File: config.mk
export PLATFORM = sky130hd
export DESIGN_NAME = vec_packer_flat
export DESIGN_NICKNAME = d
export VERILOG_FILES = /design/src/rtl/topk_pkg.sv /design/src/rtl/vec_packer_if.sv /design/src/rtl/vec_packer.sv /design/src/flat_wrapper.sv
export SDC_FILE = /design/constraint.sdc
export NUM_CORES = 2
export LEC_CHECK = 0
export BUFFER_PORTS_ARGS = -buffer_cell sky130_fd_sc_hd__buf_2
export CAP_MARGIN = 20
export CORE_ASPECT_RATIO = 0.7
export CORE_MARGIN = 3
export CORE_UTILIZATION = 30
export DETAILED_ROUTE_END_ITERATION = 10
export GPL_TIMING_DRIVEN = 0
export PLACE_DENSITY = 0.53
export SYNTH_ARGS = -nofsm -noshare
export SYNTH_HDL_FRONTEND = slang
export SYNTH_SLANG_ARGS = --single-unit
File: constraint.sdc
create_clock -name clk -period 3.1 [get_ports clk]
set_input_delay 0.465 -clock clk [delete_from_list [all_inputs] [get_ports clk]]
set_output_delay 0.465 -clock clk [all_outputs]
set_load 0.005 [all_outputs]
File: src/rtl/topk_pkg.sv
// Shared definitions for the top-k pipeline: default geometry, packer state
// encoding and the helper that builds an all-pad vector.
package topk_pkg;

  localparam int DATA_WIDTH    = 32;
  localparam int LOG_INPUT_NUM = 5;
  localparam int N             = 1 << LOG_INPUT_NUM;

  // Upper bounds that size pad_fill's result; callers slice the low bits they need.
  localparam int MAX_DATA_W  = 64;
  localparam int MAX_LANES   = 64;
  localparam int MAX_VEC_W   = MAX_DATA_W * MAX_LANES;
  localparam int MAX_DATA_AW = $clog2(MAX_DATA_W);
  localparam int MAX_VEC_AW  = $clog2(MAX_VEC_W);

  typedef enum logic {
    S_FILL = 1'b0,
    S_GAP  = 1'b1
  } state_t;

  function automatic logic [MAX_VEC_W-1:0] pad_fill(
    input logic [MAX_DATA_W-1:0] pad,
    input int                    dw,
    input int                    lanes
  );
    logic [MAX_VEC_W-1:0] v;
    v = '0;
    for (int i = 0; i < dw * lanes; i++) begin
      v[MAX_VEC_AW'(i)] = pad[MAX_DATA_AW'(i % dw)];
    end
    return v;
  endfunction

endpackage

File: src/rtl/vec_packer_if.sv
// Element stream in, packed vector plus metadata out, for the vector packer.
interface vec_packer_if #(
  parameter int DATA_WIDTH    = topk_pkg::DATA_WIDTH,
  parameter int LOG_INPUT_NUM = topk_pkg::LOG_INPUT_NUM,
  parameter int FRAME_ID_W    = 8
);

  localparam int N = 1 << LOG_INPUT_NUM;

  logic                    i_valid;
  logic [DATA_WIDTH-1:0]   i_data;
  logic                    i_last;
  logic                    o_in_ready;
  logic                    o_valid;
  logic [DATA_WIDTH*N-1:0] o_data;
  logic [LOG_INPUT_NUM:0]  o_cnt;
  logic                    o_last;
  logic [FRAME_ID_W-1:0]   o_frame_id;
  logic                    o_err;

  modport master (
    output i_valid, i_data, i_last,
    input  o_in_ready, o_valid, o_data, o_cnt, o_last, o_frame_id, o_err
  );

  modport slave (
    input  i_valid, i_data, i_last,
    output o_in_ready, o_valid, o_data, o_cnt, o_last, o_frame_id, o_err
  );

endinterface

File: src/rtl/vec_packer.sv
// Packs a serial element stream into N-lane vectors, padding the tail vector of
// each frame and tagging every vector with its element count and frame id.
module vec_packer #(
  parameter int                    DATA_WIDTH    = topk_pkg::DATA_WIDTH,
  parameter int                    LOG_INPUT_NUM = topk_pkg::LOG_INPUT_NUM,
  parameter logic [DATA_WIDTH-1:0] PAD_VALUE     = '0,
  parameter int                    FRAME_ID_W    = 8
) (
  input  logic         clk,
  input  logic         rst,
  vec_packer_if.slave  bus
);

  import topk_pkg::*;

  localparam int N     = 1 << LOG_INPUT_NUM;
  localparam int VEC_W = DATA_WIDTH * N;

  localparam logic [MAX_VEC_W-1:0] PAD_FULL = pad_fill(MAX_DATA_W'(PAD_VALUE), DATA_WIDTH, N);
  localparam logic [VEC_W-1:0]     PAD_VEC  = PAD_FULL[VEC_W-1:0];

  localparam logic [LOG_INPUT_NUM-1:0] PTR_TOP = LOG_INPUT_NUM'(N - 1);
  localparam logic [LOG_INPUT_NUM-1:0] PTR_ONE = LOG_INPUT_NUM'(1);
  localparam logic [LOG_INPUT_NUM:0]   CNT_ONE = (LOG_INPUT_NUM + 1)'(1);
  localparam logic [FRAME_ID_W-1:0]    FID_ONE = FRAME_ID_W'(1);

  state_t                   state;
  state_t                   state_next;
  logic [LOG_INPUT_NUM-1:0] lane_ptr;
  logic [VEC_W-1:0]         asm_q;
  logic [VEC_W-1:0]         asm_next;
  logic [VEC_W-1:0]         merged;
  logic                     in_ready;
  logic                     accept;
  logic                     close;

  logic                     valid_q;
  logic [VEC_W-1:0]         data_q;
  logic [LOG_INPUT_NUM:0]   cnt_q;
  logic                     last_q;
  logic [FRAME_ID_W-1:0]    frame_id_q;
  logic                     err_q;

  assign in_ready = (state == S_FILL);
  assign accept   = bus.i_valid & in_ready;
  assign close    = accept & ((lane_ptr == PTR_TOP) | bus.i_last);

  always_ff @(posedge clk or negedge rst) begin
    if (!rst) begin
      state <= S_FILL;
    end else begin
      state <= state_next;
    end
  end

  // A frame end costs exactly one refused cycle before filling resumes.
  always_comb begin
    state_next = state;
    case (state)
      S_FILL:  if (accept && bus.i_last) state_next = S_GAP;
      S_GAP:   state_next = S_FILL;
      default: state_next = S_FILL;
    endcase
  end

  // Per lane: the accepted element writes its lane; on close the emitted vector
  // keeps lanes below the pointer, takes the new element and pads the rest.
  for (genvar k = 0; k < N; k++) begin : g_lane
    localparam logic [LOG_INPUT_NUM-1:0] K = LOG_INPUT_NUM'(k);
    logic                  wr;
    logic [DATA_WIDTH-1:0] held;

    assign wr   = accept && (lane_ptr == K);
    assign held = asm_q[k*DATA_WIDTH +: DATA_WIDTH];

    assign merged[k*DATA_WIDTH +: DATA_WIDTH] =
      wr ? bus.i_data : ((K < lane_ptr) ? held : PAD_VALUE);

    assign asm_next[k*DATA_WIDTH +: DATA_WIDTH] =
      close ? PAD_VALUE : (wr ? bus.i_data : held);
  end

  always_ff @(posedge clk or negedge rst) begin
    if (!rst) begin
      lane_ptr   <= '0;
      asm_q      <= PAD_VEC;
      valid_q    <= 1'b0;
      data_q     <= PAD_VEC;
      cnt_q      <= '0;
      last_q     <= 1'b0;
      frame_id_q <= '0;
      err_q      <= 1'b0;
    end else begin
      asm_q   <= asm_next;
      valid_q <= close;
      if (close) begin
        data_q   <= merged;
        cnt_q    <= {1'b0, lane_ptr} + CNT_ONE;
        last_q   <= bus.i_last;
        lane_ptr <= '0;
      end else if (accept) begin
        lane_ptr <= lane_ptr + PTR_ONE;
      end
      // The id advances once the frame-closing vector has been presented.
      if (valid_q && last_q) begin
        frame_id_q <= frame_id_q + FID_ONE;
      end
      if (bus.i_valid && !in_ready) begin
        err_q <= 1'b1;
      end
    end
  end

  assign bus.o_in_ready = in_ready;
  assign bus.o_valid    = valid_q;
  assign bus.o_data     = data_q;
  assign bus.o_cnt      = cnt_q;
  assign bus.o_last     = last_q;
  assign bus.o_frame_id = frame_id_q;
  assign bus.o_err      = err_q;

endmodule

File: src/flat_wrapper.sv
// flat-port wrapper written by rule: the top's interface ports become plain ports
module vec_packer_flat import topk_pkg::*;
#(
  parameter int                    DATA_WIDTH    = topk_pkg::DATA_WIDTH,
  parameter int                    LOG_INPUT_NUM = topk_pkg::LOG_INPUT_NUM,
  parameter logic [DATA_WIDTH-1:0] PAD_VALUE     = '0,
  parameter int                    FRAME_ID_W    = 8
)
  (clk, rst, bus_i_valid, bus_i_data, bus_i_last, bus_o_in_ready, bus_o_valid, bus_o_data, bus_o_cnt, bus_o_last, bus_o_frame_id, bus_o_err);
  vec_packer_if #(.DATA_WIDTH(DATA_WIDTH), .LOG_INPUT_NUM(LOG_INPUT_NUM), .FRAME_ID_W(FRAME_ID_W)) bus_i ();
  input  logic clk;
  input  logic rst;
  input wire logic [$bits(bus_i.i_valid)-1:0] bus_i_valid;
  input wire logic [$bits(bus_i.i_data)-1:0] bus_i_data;
  input wire logic [$bits(bus_i.i_last)-1:0] bus_i_last;
  output wire logic [$bits(bus_i.o_in_ready)-1:0] bus_o_in_ready;
  output wire logic [$bits(bus_i.o_valid)-1:0] bus_o_valid;
  output wire logic [$bits(bus_i.o_data)-1:0] bus_o_data;
  output wire logic [$bits(bus_i.o_cnt)-1:0] bus_o_cnt;
  output wire logic [$bits(bus_i.o_last)-1:0] bus_o_last;
  output wire logic [$bits(bus_i.o_frame_id)-1:0] bus_o_frame_id;
  output wire logic [$bits(bus_i.o_err)-1:0] bus_o_err;
  assign bus_i.i_valid = bus_i_valid;
  assign bus_i.i_data = bus_i_data;
  assign bus_i.i_last = bus_i_last;
  assign bus_o_in_ready = bus_i.o_in_ready;
  assign bus_o_valid = bus_i.o_valid;
  assign bus_o_data = bus_i.o_data;
  assign bus_o_cnt = bus_i.o_cnt;
  assign bus_o_last = bus_i.o_last;
  assign bus_o_frame_id = bus_i.o_frame_id;
  assign bus_o_err = bus_i.o_err;
  vec_packer #(.DATA_WIDTH(DATA_WIDTH), .LOG_INPUT_NUM(LOG_INPUT_NUM), .PAD_VALUE(PAD_VALUE), .FRAME_ID_W(FRAME_ID_W)) u_core (.clk(clk), .rst(rst), .bus(bus_i));
endmodule
## Yosys cells after proc, flatten, opt, wreduce, memory -nomap -nowiden

Cells that the tools add are included.

| operators by class | value |
|---|---|
| mux-type cells | 132 |
| reductions and logical operators | 69 |
| eq/ne operators | 31 |
| bitwise operators | 4 |
| add/sub/neg operators | 3 |
| magnitude comparators | 32 |

Operators with widths:

| operator | number |
|---|---|
| $mux W32 | 128 |
| $eq A5 B5 Y1 const B | 16 |
| $lt A5 B5 Y1 const A | 16 |
| $reduce_bool A2 Y1 | 33 |
| $eq A5 B4 Y1 const B | 8 |
| $lt A4 B5 Y1 const A | 8 |
| $logic_and A1 B1 Y1 | 35 |
| $eq A5 B3 Y1 const B | 4 |
| $lt A3 B5 Y1 const A | 4 |
| $eq A5 B2 Y1 const B | 2 |
| $lt A1 B5 Y1 const A | 2 |
| $lt A2 B5 Y1 const A | 2 |
| $mux W5 | 2 |
| $add A8 B1 Y8 const B | 1 |
| $add A5 B1 Y6 const B | 1 |
| $add A5 B1 Y5 const B | 1 |
| $eq A5 B1 Y1 const B | 1 |
| $logic_not A5 Y1 | 1 |
| $and A1 B1 Y1 | 2 |
| $pmux W1 S2 | 1 |
| $mux W1 | 1 |
| $not A1 Y1 | 1 |
| $or A1 B1 Y1 | 1 |

| storage, ports and cells | value |
|---|---|
| input port bits | 36 |
| output and inout port bits | 1042 |
| word-level logic and storage cells | 311 |
| register bits after elaboration | 2071 |

## Depth between registers and ports, before layout

| logic depth | value |
|---|---|
| depth in word-level cells | 5 |
| gate-level depth with buffers | 14 |
| depth with buffers taken out | 9 |

## Worst setup path after synthesis

No wires, ideal clock.

| path | value |
|---|---|
| path kind | register to register |
| start point | reg u_core.lane_ptr[3] |
| end point | reg u_core.data_q[10] (netlist: u_core.bus.o_data[10]) |
| library setup time | 0.126 ns |
| stages on the path, launching flop included | 13 |
| slack | 0.560 ns |
| required time | 2.974 ns |
| data arrival time | 2.414 ns |
| cell sequence | dfrtp_1 > buf_4 > buf_2 > inv_1 > nor2_1 > ha_1 > or2_2 > buf_2 > buf_2 > nand3_1 > clkbuf_1 > nor2_1 > a221o_1 |

| between the ends | value |
|---|---|
| longest elaborated chain between the ends | 3 |
| elaborated cells on any way between the ends | 8 |
| those cells by class | 1 x order compare; 1 x eq/ne; 2 x mux; 2 x bitwise; 2 x reduce/logical |

RTL lines:

| element | RTL line | source |
|---|---|---|
| start: declaration | vec_packer.sv:29 | `logic [LOG_INPUT_NUM-1:0] lane_ptr;` |
| start signal: assignment | vec_packer.sv:102 | `lane_ptr <= lane_ptr + PTR_ONE;` |
| $lt A1 B5 Y1 (tied with other cells) | vec_packer.sv:77 | `wr ? bus.i_data : ((K < lane_ptr) ? held : PAD_VALUE);` |
| $mux W32 (tied with other cells) | vec_packer.sv:77 |  |
| $mux W32 or $and A1 B1 Y1 (tied branches) | vec_packer.sv:77, vec_packer.sv:46 |  |
| end signal: assignment | vec_packer.sv:97 | `data_q <= merged;` |
| end: declaration | vec_packer.sv:38 | `logic [VEC_W-1:0] data_q;` |

Several ways; a longest one is shown, not always the timed one.
A chain may end at the register's enable or synchronous reset.

## Worst setup path in the final report

| path | value |
|---|---|
| start point | reg u_core.lane_ptr[1] |
| end point | reg u_core.data_q[7] (netlist: u_core.bus.o_data[7]) |

Same word-level chain as after synthesis.

==> parameters.txt <==
Parameter                              Value

Worst setup path
  CP max FO ... 10
  Start-to-end type of the worst setup path ... reg2reg
  Worst setup EP type ... flip-flop
  Crit path required time ... 3.80 ns
  Critical-path top delay cell ... nor2_2
  Critical path buffer and inverter count ... 4
  Delay of the slowest cell on the worst path ... 0.57 ns
  Cells traversed along the worst timing path ... buf_2, buf_4, clkinv_2, ha_1, nand4bb_1, nor2_2, a211oi_4, clkbuf_2, a221o_1
  FF-to-FF setup slack ... -0.08 ns
  Kind of cell with the highest combined delay on the critical path ... simple AND/OR/NAND/NOR gates
  CP Data Arrival Time ... 3.88 ns
  Startpoint Class ... flip-flop

Timing
  Endpoints failing setup ... 41
  Total negative slack for setup checks ... -1.46 ns
  Post-Route Skew ... 0.117 ns
  Worst slew margin ... 0.132
  Shortest clock period the worst path allows after layout ... 3.18 ns
  Maximum frequency from static timing analysis ... 314 MHz
  Final max-slew violation count ... 0
  RSZ-0062 raised after global routing ... yes
  Period utilisation layout ... 1.03
  Transition time at the pin with the least slew margin ... 1.30 ns
  Post-layout worst setup margin ... -0.0819 ns
  Final hold violations ... 0

Clocking
  CTS tree ... yes
  Source-to-sink clock delay at the later pin of the worst-skew pair ... 0.91 ns
  Number of CTS-inserted buffers ... 215
  Number of sinks handled by clock tree synthesis ... 2,039
  Clock transition at path regs ... 0.07 ns
  Cell at the root of the clock tree ... clkbuf_16
  Buffers from clock root to sink, at most ... 4
  Number of H-tree branching levels ... 4

Placement
  Post-place instance area ... 94,900 um^2
  Final GP Congestion ... 0.947
  Detailed placement HPWL ... 328,000 um
  Post-Place Cells ... 13,353
  Number of buffer cells added on primary ports ... 1,077

Power and ir drop
  LEAKAGE ... 50.0 nW
  Peak supply drop ... 0.464 mV
  Post-layout total power ... 0.0627 W
  Cell Pwr Density ... 602 nW/um^2

GRT
  Wire length of the first global-routing pass ... 593,000 um
  Number of global-route vias before repair ... 72,690
  Maximum number of pins on one net before global-route repair ... 174
  Antenna violations before repair ... 63
  Overall routing resource usage ... 0.302
  Remaining global-route overflow ... 0

Flow run
  # Max-Cap Violations ... 0

Synthesis
  Net count of the mapped netlist ... 8,549
  Share of the yosys chip area belonging to registers ... 0.618
  Largest family of logic cells by synthesized area ... compound AO/OA/AOI/OAI gates
  Adder-cell area share of the yosys netlist ... 0.000758
  Post-synthesis instance total ... 8,508
  Compound-cell area share of the yosys netlist ... 0.181
  Area of the mapped netlist ... 82,600 um^2
  Mean instance size in the synthesized netlist ... 9.70 um^2
  Primary flip-flop cell chosen by synthesis mapping ... dfrtp_1
  Portion of netlist area occupied by mux cells ... 0.00790
  Post-synthesis simple-gate area fraction ... 0.148
  FF+latch count, synth ... 2,039
  Number of library cell types mapped by synthesis ... 60
  Yosys Warn Count ... 0
  Share of async-settable or async-resettable flops after synthesis ... 1.00
  Number of synthesized flops with an enable pin ... 0
  Post-synthesis xor/xnor area fraction ... 0.000955

Final layout
  Filler instances ... 27,221
  Post-route insts no fill ... 13,807
  Number of nets in the layout ... 9,993
  Most used cells in the layout excluding fill and tap cells ... nand2_1 (2,242), dfrtp_1 (2,039), a21oi_1 (1,511)
  Fraction of final layout cells sized beyond drive strength 1 ... 0.215
  Fin util ... 0.382
  Layout Area Growth over Synthesis ... 26.2%
  Most frequent standard cell in the layout excluding fill and tap cells ... nand2_1
  Final non-filler cell area ... 104,000 um^2

Routing
  Detail-routed net length per standard cell ... 31.9 um
  Vias per Instance ... 5.53
  DRC errors left ... 0
  Initial DRC count ... 9,407
  Number of nets with antenna violations after detailed routing ... 0
  Total wire length after detailed routing ... 440,000 um
  Count of vias placed by the detailed router ... 76,301
  DRT Pass-1 Iters ... 9

Floorplan
  Die Wd ... 633 um
  Total I/O pin count ... 1,078
  Vertical die dimension ... 445 um
  Effective utilization at floorplan ... 0.303
  Total core area ... 273,000 um^2
  Total die area ... 282,000 um^2
  Number of standard-cell rows in the floorplan ... 160

Status
  Result of the run ... complete, but fails checks
  Violated checks ... setup timing

Hold path
  Class of the tightest hold or removal check ... in2reg
==> cell usage after synthesis (all sizes together), types with 7 or more instances <==
library cell,count,share of area
a21o,66,0.0060
a21oi,1511,0.092
a221o,352,0.043
a22o,96,0.010
a22oi,65,0.0059
a31oi,32,0.0024
a32oi,64,0.0068
and3,36,0.0027
buf,245,0.015
clkbuf,568,0.026
dfrtp,2039,0.62
inv,39,0.0018
mux2i,64,0.0078
nand2,2253,0.10
nand3,44,0.0027
nand4,7,0.00076
nor2,736,0.034
nor3,18,0.0018
o211ai,65,0.0059
o21ai,141,0.0085
or3,7,0.00053
xnor2,8,0.00085
==> layer usage <==
| layer | track usage | routed length, um | vias to the layer above |
|---|---|---|---|
| met5 | 0 | 16 | - |
| met4 | 0.198 | 34200 | 2 |
| met3 | 0.0772 | 39600 | 973 |
| met2 | 0.448 | 191000 | 4266 |
| met1 | 0.391 | 175000 | 39113 |
| li1 | - | - | 31947 |
==> registers in the layout, indices dropped and copies added (netlist names) <==
register               cells
u_core.bus.o_data       1024
u_core.asm_q             992
u_core.bus.o_frame_id      8
u_core.bus.o_cnt           6
u_core.bus.o_last          1
u_core.bus.o_err           1
u_core.lane_ptr            5
u_core.state               1
u_core.bus.o_valid         1
==> path summary, 6_finish.rpt <==
path,from,endpoint,cells past startpoint
setup / recovery,u_core.lane_ptr[1]$_DFFE_PN0P_,u_core.bus.o_data[7]$_DFFE_PN0P_,9
hold / removal,bus_i_last,u_core.state$_DFF_PN0_,3
setup reg to reg,u_core.lane_ptr[1]$_DFFE_PN0P_,u_core.bus.o_data[7]$_DFFE_PN0P_,9
hold reg to reg,u_core.asm_q[700]$_DFFE_PN0P_,u_core.bus.o_data[700]$_DFFE_PN0P_,2
max in group asynchronous,rst,u_core.asm_q[825]$_DFFE_PN0P_,5
min in group asynchronous,rst,u_core.bus.o_data[903]$_DFFE_PN0P_,3
==> worst min-delay path, cell delays in order <==
cell and delay (ns):
buf_2 0.13, nand3b_1 0.31, inv_1 0.07
==> repair_timing <==
action,CTS,global route
resized for setup,437,130
buffers inserted,15,9
endpoints found under the hold margin,98,0
hold buffers,2,0
endpoints found under the setup margin,2028,1405
gates cloned,0,3
pin swaps,8,5
==> metrics by stage <==
step / setup WS (ns) / hold slack (ns)
6_report: -0.0819 / 0.122
3_3_place_gp: -44.41 / 0.442
4_1_cts: -0.0188 / 0.0149
5_1_grt: -0.135 / 0.0725
2_1_floorplan: 0.560 / 0.169
3_5_place_dp: -1.82 / 0.385
==> report_power, final <==
| part | switching (W) | internal, W |
|---|---|---|
| clock network | 0.0117 | 0.0155 |
| logic | 0.00485 | 0.00197 |
| registers | 0.000900 | 0.0278 |
==> cell families after synthesis <==
| logic type | count (synthesis) |
|---|---|
| and+or+nand+nor | 3136 |
| DFF | 2039 |
| adders and majority gates | 5 |
| AOI/OAI and AO/OA | 2401 |
| muxes | 65 |
| buffers and inverters | 853 |
| xor gates and xnor gates | 9 |
==> area by class of cell <==
cell class,count,area (um^2),share of cell area
plain buffers,809,4480,0.0430
repair buffers,1231,8050,0.0773
diodes,44,110,0.00106
clock inverters,78,953,0.00915
clock buffers,305,6300,0.0605
flip-flops and latches,2039,51000,0.490
well taps,3645,4560,0.0438
multi-input cells,5616,28600,0.274
inverters,40,159,0.00152
Power figures use the tool's default switching activity.
